<file path="src/rtl/seg_scan_if.sv">
// Signal bundle between the digit source and the 74HC595 scanner: eight digit
// codes in, serial chain controls and scan status out.
interface seg_scan_if;
  logic [3:0] bit_7;
  logic [3:0] bit_6;
  logic [3:0] bit_5;
  logic [3:0] bit_4;
  logic [3:0] bit_3;
  logic [3:0] bit_2;
  logic [3:0] bit_1;
  logic [3:0] bit_0;
  logic       ds;
  logic       shcp;
  logic       stcp;
  logic [2:0] digit_idx;
  logic       frame_done;

  modport master (
    output bit_7, bit_6, bit_5, bit_4, bit_3, bit_2, bit_1, bit_0,
    input  ds, shcp, stcp, digit_idx, frame_done
  );

  modport slave (
    input  bit_7, bit_6, bit_5, bit_4, bit_3, bit_2, bit_1, bit_0,
    output ds, shcp, stcp, digit_idx, frame_done
  );
endinterface

</file>
<file path="src/rtl/seg_scan_595.sv">
// Eight-digit common-anode scanner: decodes one digit at a time, shifts {seg, sel}
// MSB first into two cascaded 74HC595s, latches it, then dwells before the next digit.
module seg_scan_595 #(
  parameter int SCLK_DIV = 2,
  parameter int DWELL    = 1000
) (
  input  logic      clk,
  input  logic      rst,
  seg_scan_if.slave bus
);

  localparam int CNT_MAX = (SCLK_DIV > DWELL) ? SCLK_DIV : DWELL;
  // The counter only ever holds 0 .. CNT_MAX-1.
  localparam int CNT_W = (CNT_MAX > 1) ? $clog2(CNT_MAX) : 1;
  localparam logic [CNT_W-1:0] SHIFT_LAST = CNT_W'(SCLK_DIV - 1);
  localparam logic [CNT_W-1:0] DWELL_LAST = CNT_W'(DWELL - 1);

  typedef enum logic [2:0] {
    ST_LOAD     = 3'd0,
    ST_SHIFT_LO = 3'd1,
    ST_SHIFT_HI = 3'd2,
    ST_LATCH    = 3'd3,
    ST_DWELL    = 3'd4
  } state_t;

  // Active-low segments {dp, g..a}; dp is never lit.
  function automatic logic [7:0] seg_decode(input logic [3:0] code);
    case (code)
      4'd0:    seg_decode = 8'hC0;
      4'd1:    seg_decode = 8'hF9;
      4'd2:    seg_decode = 8'hA4;
      4'd3:    seg_decode = 8'hB0;
      4'd4:    seg_decode = 8'h99;
      4'd5:    seg_decode = 8'h92;
      4'd6:    seg_decode = 8'h82;
      4'd7:    seg_decode = 8'hF8;
      4'd8:    seg_decode = 8'h80;
      4'd9:    seg_decode = 8'h90;
      4'd11:   seg_decode = 8'hBF;
      default: seg_decode = 8'hFF;
    endcase
  endfunction

  state_t           state_r, state_s;
  logic [CNT_W-1:0] cnt_r, cnt_s;
  logic [3:0]       bit_cnt_r, bit_cnt_s;
  logic [15:0]      frame_r, frame_s;
  logic [2:0]       idx_r, idx_s;
  logic             ds_r, ds_s;
  logic             shcp_r, shcp_s;
  logic             stcp_r, stcp_s;
  logic             frame_done_r, frame_done_s;
  logic [3:0]       code_s;

  // Pick the digit code addressed by the current scan position.
  always_comb begin
    code_s = 4'd10;
    case (idx_r)
      3'd0:    code_s = bus.bit_0;
      3'd1:    code_s = bus.bit_1;
      3'd2:    code_s = bus.bit_2;
      3'd3:    code_s = bus.bit_3;
      3'd4:    code_s = bus.bit_4;
      3'd5:    code_s = bus.bit_5;
      3'd6:    code_s = bus.bit_6;
      3'd7:    code_s = bus.bit_7;
      default: code_s = 4'd10;
    endcase
  end

  // Next-state logic; outputs are derived from the next state so they register in step with it.
  always_comb begin
    state_s   = state_r;
    cnt_s     = cnt_r + CNT_W'(1);
    bit_cnt_s = bit_cnt_r;
    frame_s   = frame_r;
    idx_s     = idx_r;
    ds_s      = ds_r;
    case (state_r)
      ST_LOAD: begin
        frame_s   = {seg_decode(code_s), 8'd1 << idx_r};
        bit_cnt_s = 4'd15;
        cnt_s     = CNT_W'(0);
        ds_s      = frame_s[15];
        state_s   = ST_SHIFT_LO;
      end
      ST_SHIFT_LO: begin
        if (cnt_r == SHIFT_LAST) begin
          cnt_s   = CNT_W'(0);
          state_s = ST_SHIFT_HI;
        end else begin
          state_s = ST_SHIFT_LO;
        end
      end
      ST_SHIFT_HI: begin
        if (cnt_r != SHIFT_LAST) begin
          state_s = ST_SHIFT_HI;
        end else if (bit_cnt_r == 4'd0) begin
          cnt_s   = CNT_W'(0);
          state_s = ST_LATCH;
        end else begin
          cnt_s     = CNT_W'(0);
          bit_cnt_s = bit_cnt_r - 4'd1;
          ds_s      = frame_r[bit_cnt_s];
          state_s   = ST_SHIFT_LO;
        end
      end
      ST_LATCH: begin
        if (cnt_r == SHIFT_LAST) begin
          cnt_s   = CNT_W'(0);
          state_s = ST_DWELL;
        end else begin
          state_s = ST_LATCH;
        end
      end
      ST_DWELL: begin
        if (cnt_r == DWELL_LAST) begin
          cnt_s   = CNT_W'(0);
          idx_s   = idx_r + 3'd1;
          state_s = ST_LOAD;
        end else begin
          state_s = ST_DWELL;
        end
      end
      default: begin
        cnt_s   = CNT_W'(0);
        state_s = ST_LOAD;
      end
    endcase
    shcp_s       = (state_s == ST_SHIFT_HI);
    stcp_s       = (state_s == ST_LATCH);
    // Pulse lands on the final latch cycle, while stcp is still high.
    frame_done_s = (state_s == ST_LATCH) && (cnt_s == SHIFT_LAST);
  end

  // State and output registers with synchronous active-low reset.
  always_ff @(posedge clk) begin
    if (!rst) begin
      state_r      <= ST_LOAD;
      cnt_r        <= CNT_W'(0);
      bit_cnt_r    <= 4'd0;
      frame_r      <= 16'd0;
      idx_r        <= 3'd0;
      ds_r         <= 1'b0;
      shcp_r       <= 1'b0;
      stcp_r       <= 1'b0;
      frame_done_r <= 1'b0;
    end else begin
      state_r      <= state_s;
      cnt_r        <= cnt_s;
      bit_cnt_r    <= bit_cnt_s;
      frame_r      <= frame_s;
      idx_r        <= idx_s;
      ds_r         <= ds_s;
      shcp_r       <= shcp_s;
      stcp_r       <= stcp_s;
      frame_done_r <= frame_done_s;
    end
  end

  assign bus.ds         = ds_r;
  assign bus.shcp       = shcp_r;
  assign bus.stcp       = stcp_r;
  assign bus.digit_idx  = idx_r;
  assign bus.frame_done = frame_done_r;

endmodule

</file>
<file path="src/flat_wrapper.sv">
// flat-port wrapper written by rule: the top's interface ports become plain ports
module seg_scan_595_flat 
#(
  parameter int SCLK_DIV = 2,
  parameter int DWELL    = 1000
)
  (clk, rst, bus_bit_7, bus_bit_6, bus_bit_5, bus_bit_4, bus_bit_3, bus_bit_2, bus_bit_1, bus_bit_0, bus_ds, bus_shcp, bus_stcp, bus_digit_idx, bus_frame_done);
  seg_scan_if bus_i ();
  input  logic clk;
  input  logic rst;
  input wire logic [$bits(bus_i.bit_7)-1:0] bus_bit_7;
  input wire logic [$bits(bus_i.bit_6)-1:0] bus_bit_6;
  input wire logic [$bits(bus_i.bit_5)-1:0] bus_bit_5;
  input wire logic [$bits(bus_i.bit_4)-1:0] bus_bit_4;
  input wire logic [$bits(bus_i.bit_3)-1:0] bus_bit_3;
  input wire logic [$bits(bus_i.bit_2)-1:0] bus_bit_2;
  input wire logic [$bits(bus_i.bit_1)-1:0] bus_bit_1;
  input wire logic [$bits(bus_i.bit_0)-1:0] bus_bit_0;
  output wire logic [$bits(bus_i.ds)-1:0] bus_ds;
  output wire logic [$bits(bus_i.shcp)-1:0] bus_shcp;
  output wire logic [$bits(bus_i.stcp)-1:0] bus_stcp;
  output wire logic [$bits(bus_i.digit_idx)-1:0] bus_digit_idx;
  output wire logic [$bits(bus_i.frame_done)-1:0] bus_frame_done;
  assign bus_i.bit_7 = bus_bit_7;
  assign bus_i.bit_6 = bus_bit_6;
  assign bus_i.bit_5 = bus_bit_5;
  assign bus_i.bit_4 = bus_bit_4;
  assign bus_i.bit_3 = bus_bit_3;
  assign bus_i.bit_2 = bus_bit_2;
  assign bus_i.bit_1 = bus_bit_1;
  assign bus_i.bit_0 = bus_bit_0;
  assign bus_ds = bus_i.ds;
  assign bus_shcp = bus_i.shcp;
  assign bus_stcp = bus_i.stcp;
  assign bus_digit_idx = bus_i.digit_idx;
  assign bus_frame_done = bus_i.frame_done;
  seg_scan_595 #(.SCLK_DIV(SCLK_DIV), .DWELL(DWELL)) u_core (.clk(clk), .rst(rst), .bus(bus_i));
endmodule
</file>
<file path="config.mk">
export PLATFORM = sky130hd
export DESIGN_NAME = seg_scan_595_flat
export DESIGN_NICKNAME = d
export VERILOG_FILES = /design/src/rtl/seg_scan_if.sv /design/src/rtl/seg_scan_595.sv /design/src/flat_wrapper.sv
export SDC_FILE = /design/constraint.sdc
export NUM_CORES = 1
export LEC_CHECK = 0
export CAP_MARGIN = 20
export CORE_MARGIN = 1
export CORE_UTILIZATION = 53
export DETAILED_ROUTE_END_ITERATION = 6
export GPL_TIMING_DRIVEN = 1
export PLACE_DENSITY = 0.88
export SKIP_LAST_GASP = 1
export SLEW_MARGIN = 10
export SYNTH_ARGS = -nofsm -noshare
export SYNTH_HDL_FRONTEND = slang
export SYNTH_SLANG_ARGS = --single-unit
</file>
<file path="constraint.sdc">
create_clock -name clk -period 3 [get_ports clk]
set_input_delay 0.75 -clock clk [delete_from_list [all_inputs] [get_ports clk]]
set_output_delay 0.75 -clock clk [all_outputs]
set_load 0.01 [all_outputs]
</file>
==> results of run 1 <==
-- power groups by stage --
stage / clock (mW) / combinational, mW / sequential [mW]
CTS: 0.369 / 0.257 / 0.586
global placement: 0 / 0.250 / 0.597
finish: 0.358 / 0.255 / 0.586
detailed placement: 0 / 0.256 / 0.598
global route: 0.397 / 0.281 / 0.591
floorplan: 0 / 0.176 / 0.588
-- critical path: stages (launching register included) --
cell and delay, ps:
dfxtp_1 340, ha_1 220, ha_1 250, or4_4 570, nor3_1 150, a41o_1 240, inv_1 110, ha_1 240
inv_1 60, o221ai_1 100, o2111ai_1 110, a31oi_1 100
-- stage by stage --
step	total power [mW]	setup slack [ps]	std cells
final	1.200	387.2	357
after CTS	1.212	409.2	357
after detailed placement	0.8534	133.8	349
after global routing	1.269	244.5	357
after floorplan	0.7642	258.1	263
after global placement	0.8462	218.8	349
-- cells in the final DEF (no fill, tap or decap), types with 2 or more instances in the layout --
cell             instances
a211oi_2                 3
clkbuf_1                 2
a21oi_1                 13
o311a_1                  2
nor4_4                   2
a22o_1                   3
mux2i_1                  4
inv_1                   13
buf_4                    6
nor3_2                   3
nand2_1                 25
dfxtp_1                 40
a22oi_1                  5
nand3b_1                 2
clkdlybuf4s50_1         40
nand2b_1                 3
and2_1                   2
and3_1                   3
nor2b_1                  4
xor2_1                   5
nand3_1                  8
a41oi_1                  2
nor2_1                  30
o21ai_0                  5
a311oi_1                 2
clkbuf_8                 6
xnor2_1                  6
and4_1                   2
a211oi_1                 2
mux2_2                   3
ha_1                    14
nor3_1                   6
mux4_2                   4
nand4_1                  3
-- worst paths after layout --
check                       endpoint  slack, ps  cells after the start
setup / recovery  u_core.frame_r[14]        390                     11
hold / removal     u_core.frame_r[3]        450                      2
setup reg to reg  u_core.frame_r[14]        390                     11
hold reg to reg    u_core.frame_r[3]        450                      2
-- state kept, by name, summed over array words and instances (netlist names) --
name,flops
u_core.state_r,3
u_core.bus.digit_idx,3
u_core.bus.stcp,1
u_core.cnt_r,10
u_core.bit_cnt_r,4
u_core.frame_r,16
u_core.bus.shcp,1
u_core.bus.frame_done,1
u_core.bus.ds,1
-- final cells by class --
class / instances / share of cell area, %
clock buffer: 8 / 3.068
inverter: 14 / 1.790
sequential: 40 / 27.27
tap: 52 / 2.216
multi-input combinational: 197 / 50.49
timing repair buffer: 46 / 15.17
-- layer usage --
metal	global-route usage, %	vias to the layer above
met1	30.30	1019
met2	38.40	47
met4	8.390	0
met5	0	-
met3	6.250	10
li1	-	1048
-- cell families (layout without fill, tap and decap cells) --
family,count (synthesis),after routing
XOR/XNOR,11,11
AND/OR/NAND/NOR,101,101
adder cells (fa/ha/maj),14,14
AO/OA/AOI/OAI,59,59
multiplexers,12,12
buffers and inverters,26,68
flip-flops,40,40
==> impl_metrics.csv, run 1 <==
group,metric,value,unit
run_status,status,"finished clean",
sta,tightest_slew,520.6,ps
routing,drtIter0Drc,208,
routing,route.top_layer_used,"met4",
routing,vias,2124,
clocking,clkSlewWorstSetupHoldPaths,70,ps
yosys,synth_compound_area_share,20.24,%
floorplan,die_area,4798,sq um
routing,via_per_inst,5.950,
routing,drt-total-wl,5.255,mm
sta,fin_crit_sh,87.09,%
critical_path,worstPathMaxFanout,6,
critical_path,start_kind,"flip-flop",
critical_path,endpoint_kind,"flip-flop",
sta,skew,6.418,ps
yosys,muxShareOfSynthArea,7.303,%
yosys,syn-num-nets,311,
pwr,power.clock.fraction,29.8,%
clocking,root_buffer,"clkbuf_8",
routing,dr.pass1.iters,4,
global_routing,grt_max_degree,20,
finish,fin_nets,352,
flow_run,maxCapViolCount,0,
yosys,yosysMostFrequentCell,"dfxtp_1",
sta,period_needed,2613,ps
placed_design,portBuffers,40,
yosys,avgSynthCellArea,9.120,sq um
yosys,syn_inst,263,
pwr,p_sw,316.1,uW
global_routing,track_usage,23.68,%
yosys,synth_seq_cells,40,
finish,finalInstanceArea,2937,sq um
yosys,synth_top_cells_by_count,"dfxtp_1, nor2_1, nand2_1",
floorplan,die_y,69.27,microns
yosys,synth_top_area_share,33.39,%
finish,utilization,67.44,%
pwr,p_int,883.5,uW
placed_design,routabilityCongestion,0.8419,
yosys,synth-async-reset-ratio,0,%
finish,multi_input_area,1483,sq um
global_routing,grt_overflow,0,
finish,diodes,0,
clocking,insertion_delay,290,ps
yosys,synth-simple-area-share,22.95,%
yosys,yosys_warnings,0,
yosys,synth_area_leaders,"dfxtp_1, ha_1, nor2_1",
clocking,holdBufCountCts,0,
sta,tns,0,ps
finish,fill_cells,338,
clocking,cts_setup_buffers,0,
yosys,synth-xor-area-share,4.017,%
yosys,synth_flop_cell,"dfxtp_1",
floorplan,std_cell_rows,24,
pwr,seq_power_share,48.9,%
routing,wl_per_cell,14.72,microns
critical_path,cp.required,3170,ps
yosys,synth_cell_type_count,65,
yosys,synthAdderAreaFrac,7.303,%
global_routing,grt_pass1_wl,9.197,mm
clocking,cts_tree,"done",
sta,relSlewSlack,65.29,%
floorplan,floorplan.die.width,69.27,microns
clocking,cts.repair.resized,0,
critical_path,crit_path_start,"u_core.bus.digit_idx[0]",
clocking,clock_path_buffers,2,
floorplan,start_util,55.09,%
routing,wl_met3,216,microns
pwr,p_leak,1.114,nW
sta,rsz0062_at_grt,"false",
critical_path,crit_arrival,2790,ps
sta,finalMaxSlewViolations,0,
yosys,synth_top_family_by_area,"simple AND/OR/NAND/NOR gates",
sta,whs,453.3,ps
yosys,synth_edf_count,0,
hold_path,min_path_type,"flip-flop to flip-flop",
placed_design,dp_hpwl,3.973,mm
global_routing,grt_pass1_vias,2034,
routing,ant_nets,0,
yosys,yosys.area.top_type,"dfxtp_1",
clocking,cts_sinks,40,
pwr,power_frac_comb,21.3,%
critical_path,crit_type,"flip-flop to flip-flop",
routing,drc_errors,0,
sta,finalHoldViolCount,0,
clocking,cts_inserted_buffers,5,
sta,setup_viol,0,
finish,ff_latch_area,800.8,sq um
placed_design,place_area,2846,sq um
pwr,p_per_area,408.5,nW/um^2
clocking,htree_levels,2,
routing,wl_met1,2.318,mm
yosys,netlist_area,2399,sq um
pwr,swShare,26.35,%
finish,drive_gt1_share,13.44,%
hold_path,hold_start,"u_core.frame_r[3]",
routing,wl_met2,2.622,mm
global_routing,antenna_found_initial,0,
finish,area.growth.synth_to_final,22.43,%
critical_path,r2r_start,"u_core.bus.digit_idx[0]",
floorplan,ios,41,
floorplan,core_area,4354,sq um
pwr,peakVddDrop,0.4013,mV
sta,fmax,382.7,MHz
yosys,yosysSeqAreaShare,33.39,%
No activity file was read; power rests on OpenSTA's default activity.
==> inputs of run 2 (changes only) <==
--- a/config.mk
+++ b/config.mk
@@ -7,10 +7,10 @@
 export LEC_CHECK = 0
 export CAP_MARGIN = 20
 export CORE_MARGIN = 1
-export CORE_UTILIZATION = 53
+export CORE_UTILIZATION = 48
 export DETAILED_ROUTE_END_ITERATION = 6
 export GPL_TIMING_DRIVEN = 1
-export PLACE_DENSITY = 0.88
+export PLACE_DENSITY = 0.84
 export SKIP_LAST_GASP = 1
 export SLEW_MARGIN = 10
 export SYNTH_ARGS = -nofsm -noshare
==> constraint.sdc (replaced) <==
create_clock -name clk -period 2.2 [get_ports clk]
set_input_delay 0.55 -clock clk [delete_from_list [all_inputs] [get_ports clk]]
set_output_delay 0.55 -clock clk [all_outputs]
set_load 0.01 [all_outputs]
==> run 2 against run 1 <==
The flow now finishes with violations (negative setup slack). Maximum frequency is 12% higher. Via count up 6.5%. Clock skew is 1.2 ps higher. Setup slack worse by 530 ps. Die area grew 10%. Flip-flop and latch count stayed put. Sequential power up 36%. Final area up 19%. Final cell count up 14%. Register-to-register slack got worse by 530 ps. Global-route usage increased by 1.5 points. First-iteration DRC count down 27%. Critical endpoint is now u_core.frame_r[11]. Highest routed layer unchanged.
==> impl_metrics.csv, run 2 (synthesized netlist as in run 1, its figures left out) <==
group,metric,value,unit
run_status,status,"finished with violations",
run_status,violations,"negative setup slack",
pwr,p_total,1.797,mW
clocking,clkSlewWorstSetupHoldPaths,80,ps
finish,fin_nets,387,
critical_path,worstPathMaxFanout,4,
routing,drc_errors,0,
pwr,p_per_area,516.0,nW/um^2
floorplan,ios,41,
sta,fin_ws,-138.9,ps
sta,finalMaxSlewViolations,0,
global_routing,grt_overflow,0,
sta,skew,7.644,ps
finish,largest_reg_flops,16,
routing,drt-total-wl,6.266,mm
clocking,htree_levels,2,
finish,final_cell_mix,"clkdlybuf4s50_1, buf_4, dfxtp_1",
floorplan,std_cell_rows,25,
routing,wl_per_cell,15.40,microns
pwr,p_leak,1.321,nW
placed_design,pre_cts_ws,-375.0,ps
pwr,peakVddDrop,0.3756,mV
sta,tns,-545.7,ps
clocking,holdBufCountCts,0,
floorplan,floorplan.die.width,72.69,microns
floorplan,start_util,50.45,%
clocking,clock_path_buffers,2,
sta,whs,453.5,ps
placed_design,portBuffers,40,
sta,tightest_slew,517.4,ps
routing,via_per_inst,5.558,
flow_run,maxCapViolCount,0,
finish,largestRegisters,"u_core.frame_r (16), u_core.cnt_r (10), u_core.bit_cnt_r (4)",
clocking,cts_inserted_buffers,5,
sta,fmax,427.6,MHz
finish,diodes,0,
clocking,cts_sinks,40,
global_routing,grt_pass1_vias,2258,
critical_path,crit_arrival,2550,ps
sta,fin_crit_sh,106.3,%
critical_path,crit_type,"flip-flop to flip-flop",
placed_design,dp_hpwl,4.513,mm
global_routing,antenna_found_initial,0,
floorplan,die_area,5284,sq um
sta,period_needed,2339,ps
critical_path,start_kind,"flip-flop",
critical_path,endpoint_kind,"flip-flop",
clocking,root_buffer,"clkbuf_8",
routing,dr.pass1.iters,4,
critical_path,cp.required,2410,ps
sta,rsz0062_at_grt,"true",
floorplan,core_area,4755,sq um
global_routing,grt_pass1_wl,10.38,mm
clocking,insertion_delay,290,ps
placed_design,routabilityCongestion,0.8605,
finish,top_register,"u_core.frame_r",
global_routing,track_usage,25.21,%
routing,drtIter0Drc,151,
floorplan,die_y,72.69,microns
routing,vias,2262,
global_routing,grt_max_degree,20,
sta,setup_viol,7,
finish,area.growth.synth_to_final,45.17,%
routing,ant_nets,0,
clocking,cts_tree,"done",
finish,drive_gt1_share,30.88,%
finish,utilization,73.24,%
hold_path,min_path_type,"flip-flop to flip-flop",
sta,relSlewSlack,65.42,%
sta,finalHoldViolCount,0,
## run 2: cell count changes in the layout (fill, tap and decap cells not counted), moves of 4 or more
cell	delta
inv_1	-4
ha_1	-11
ha_4	+10
buf_4	+34
## run 2: area by class of cell
cell class | count | area (sq um)
multi-input combinational | 197 | 1699
fill | 343 | 1272
sequential | 40 | 812.0
timing repair buffer | 81 | 720.7
tap | 67 | 83.83
clock buffer | 5 | 68.82
inverter | 14 | 55.05
clock inverter | 3 | 42.54
## run 2: through the flow
step | cell area, sq um | std cells
2_1_floorplan | 2495 | 263
3_3_place_gp | 3152 | 389
3_5_place_dp | 3152 | 389
4_1_cts | 3400 | 403
5_1_grt | 3482 | 407
6_report | 3482 | 407
## run 2: per-layer routing
metal / routed length [microns] / global-route usage, % / share of wire (%) / vias to the layer above
met4: 136 / 7.843 / 2.2 / 0
li1: - / - / - / 1109
met3: 279 / 4.972 / 4.5 / 17
met1: 2514 / 30.08 / 40 / 1084
met2: 3336 / 45.38 / 53 / 52
met5: 0 / 0 / 0 / -
## run 2: critical path, stage by stage (launching register included)
cell and delay, ps:
dfxtp_4 380, ha_4 180, ha_4 160, or4_4 540
nor3_2 130, a41o_1 170, buf_4 150, ha_4 200
nand2b_4 140, a211oi_2 220
## run 2: report_power, final
part	internal (mW)	switching (mW)	leakage, nW	total, mW
combinational	0.220	0.194	0.936	0.414
sequential	0.761	0.0339	0.330	0.795
clock	0.336	0.252	0.0558	0.588
## run 2: final timing paths
| kind | slack [ps] | cells after the start | endpoint | startpoint |
|---|---|---|---|---|
| max | -140 | 9 | u_core.frame_r[11] | u_core.bus.digit_idx[0] |
| min | 450 | 2 | u_core.frame_r[0] | u_core.frame_r[0] |
| max reg2reg | -140 | 9 | u_core.frame_r[11] | u_core.bus.digit_idx[0] |
| min reg2reg | 450 | 2 | u_core.frame_r[0] | u_core.frame_r[0] |
## run 2: what timing repair did
action / in CTS / in global routing
pin swaps: 10 / 6
setup buffers: 6 / 4
gates resized for setup: 16 / 8
setup endpoints to repair: 7 / 7
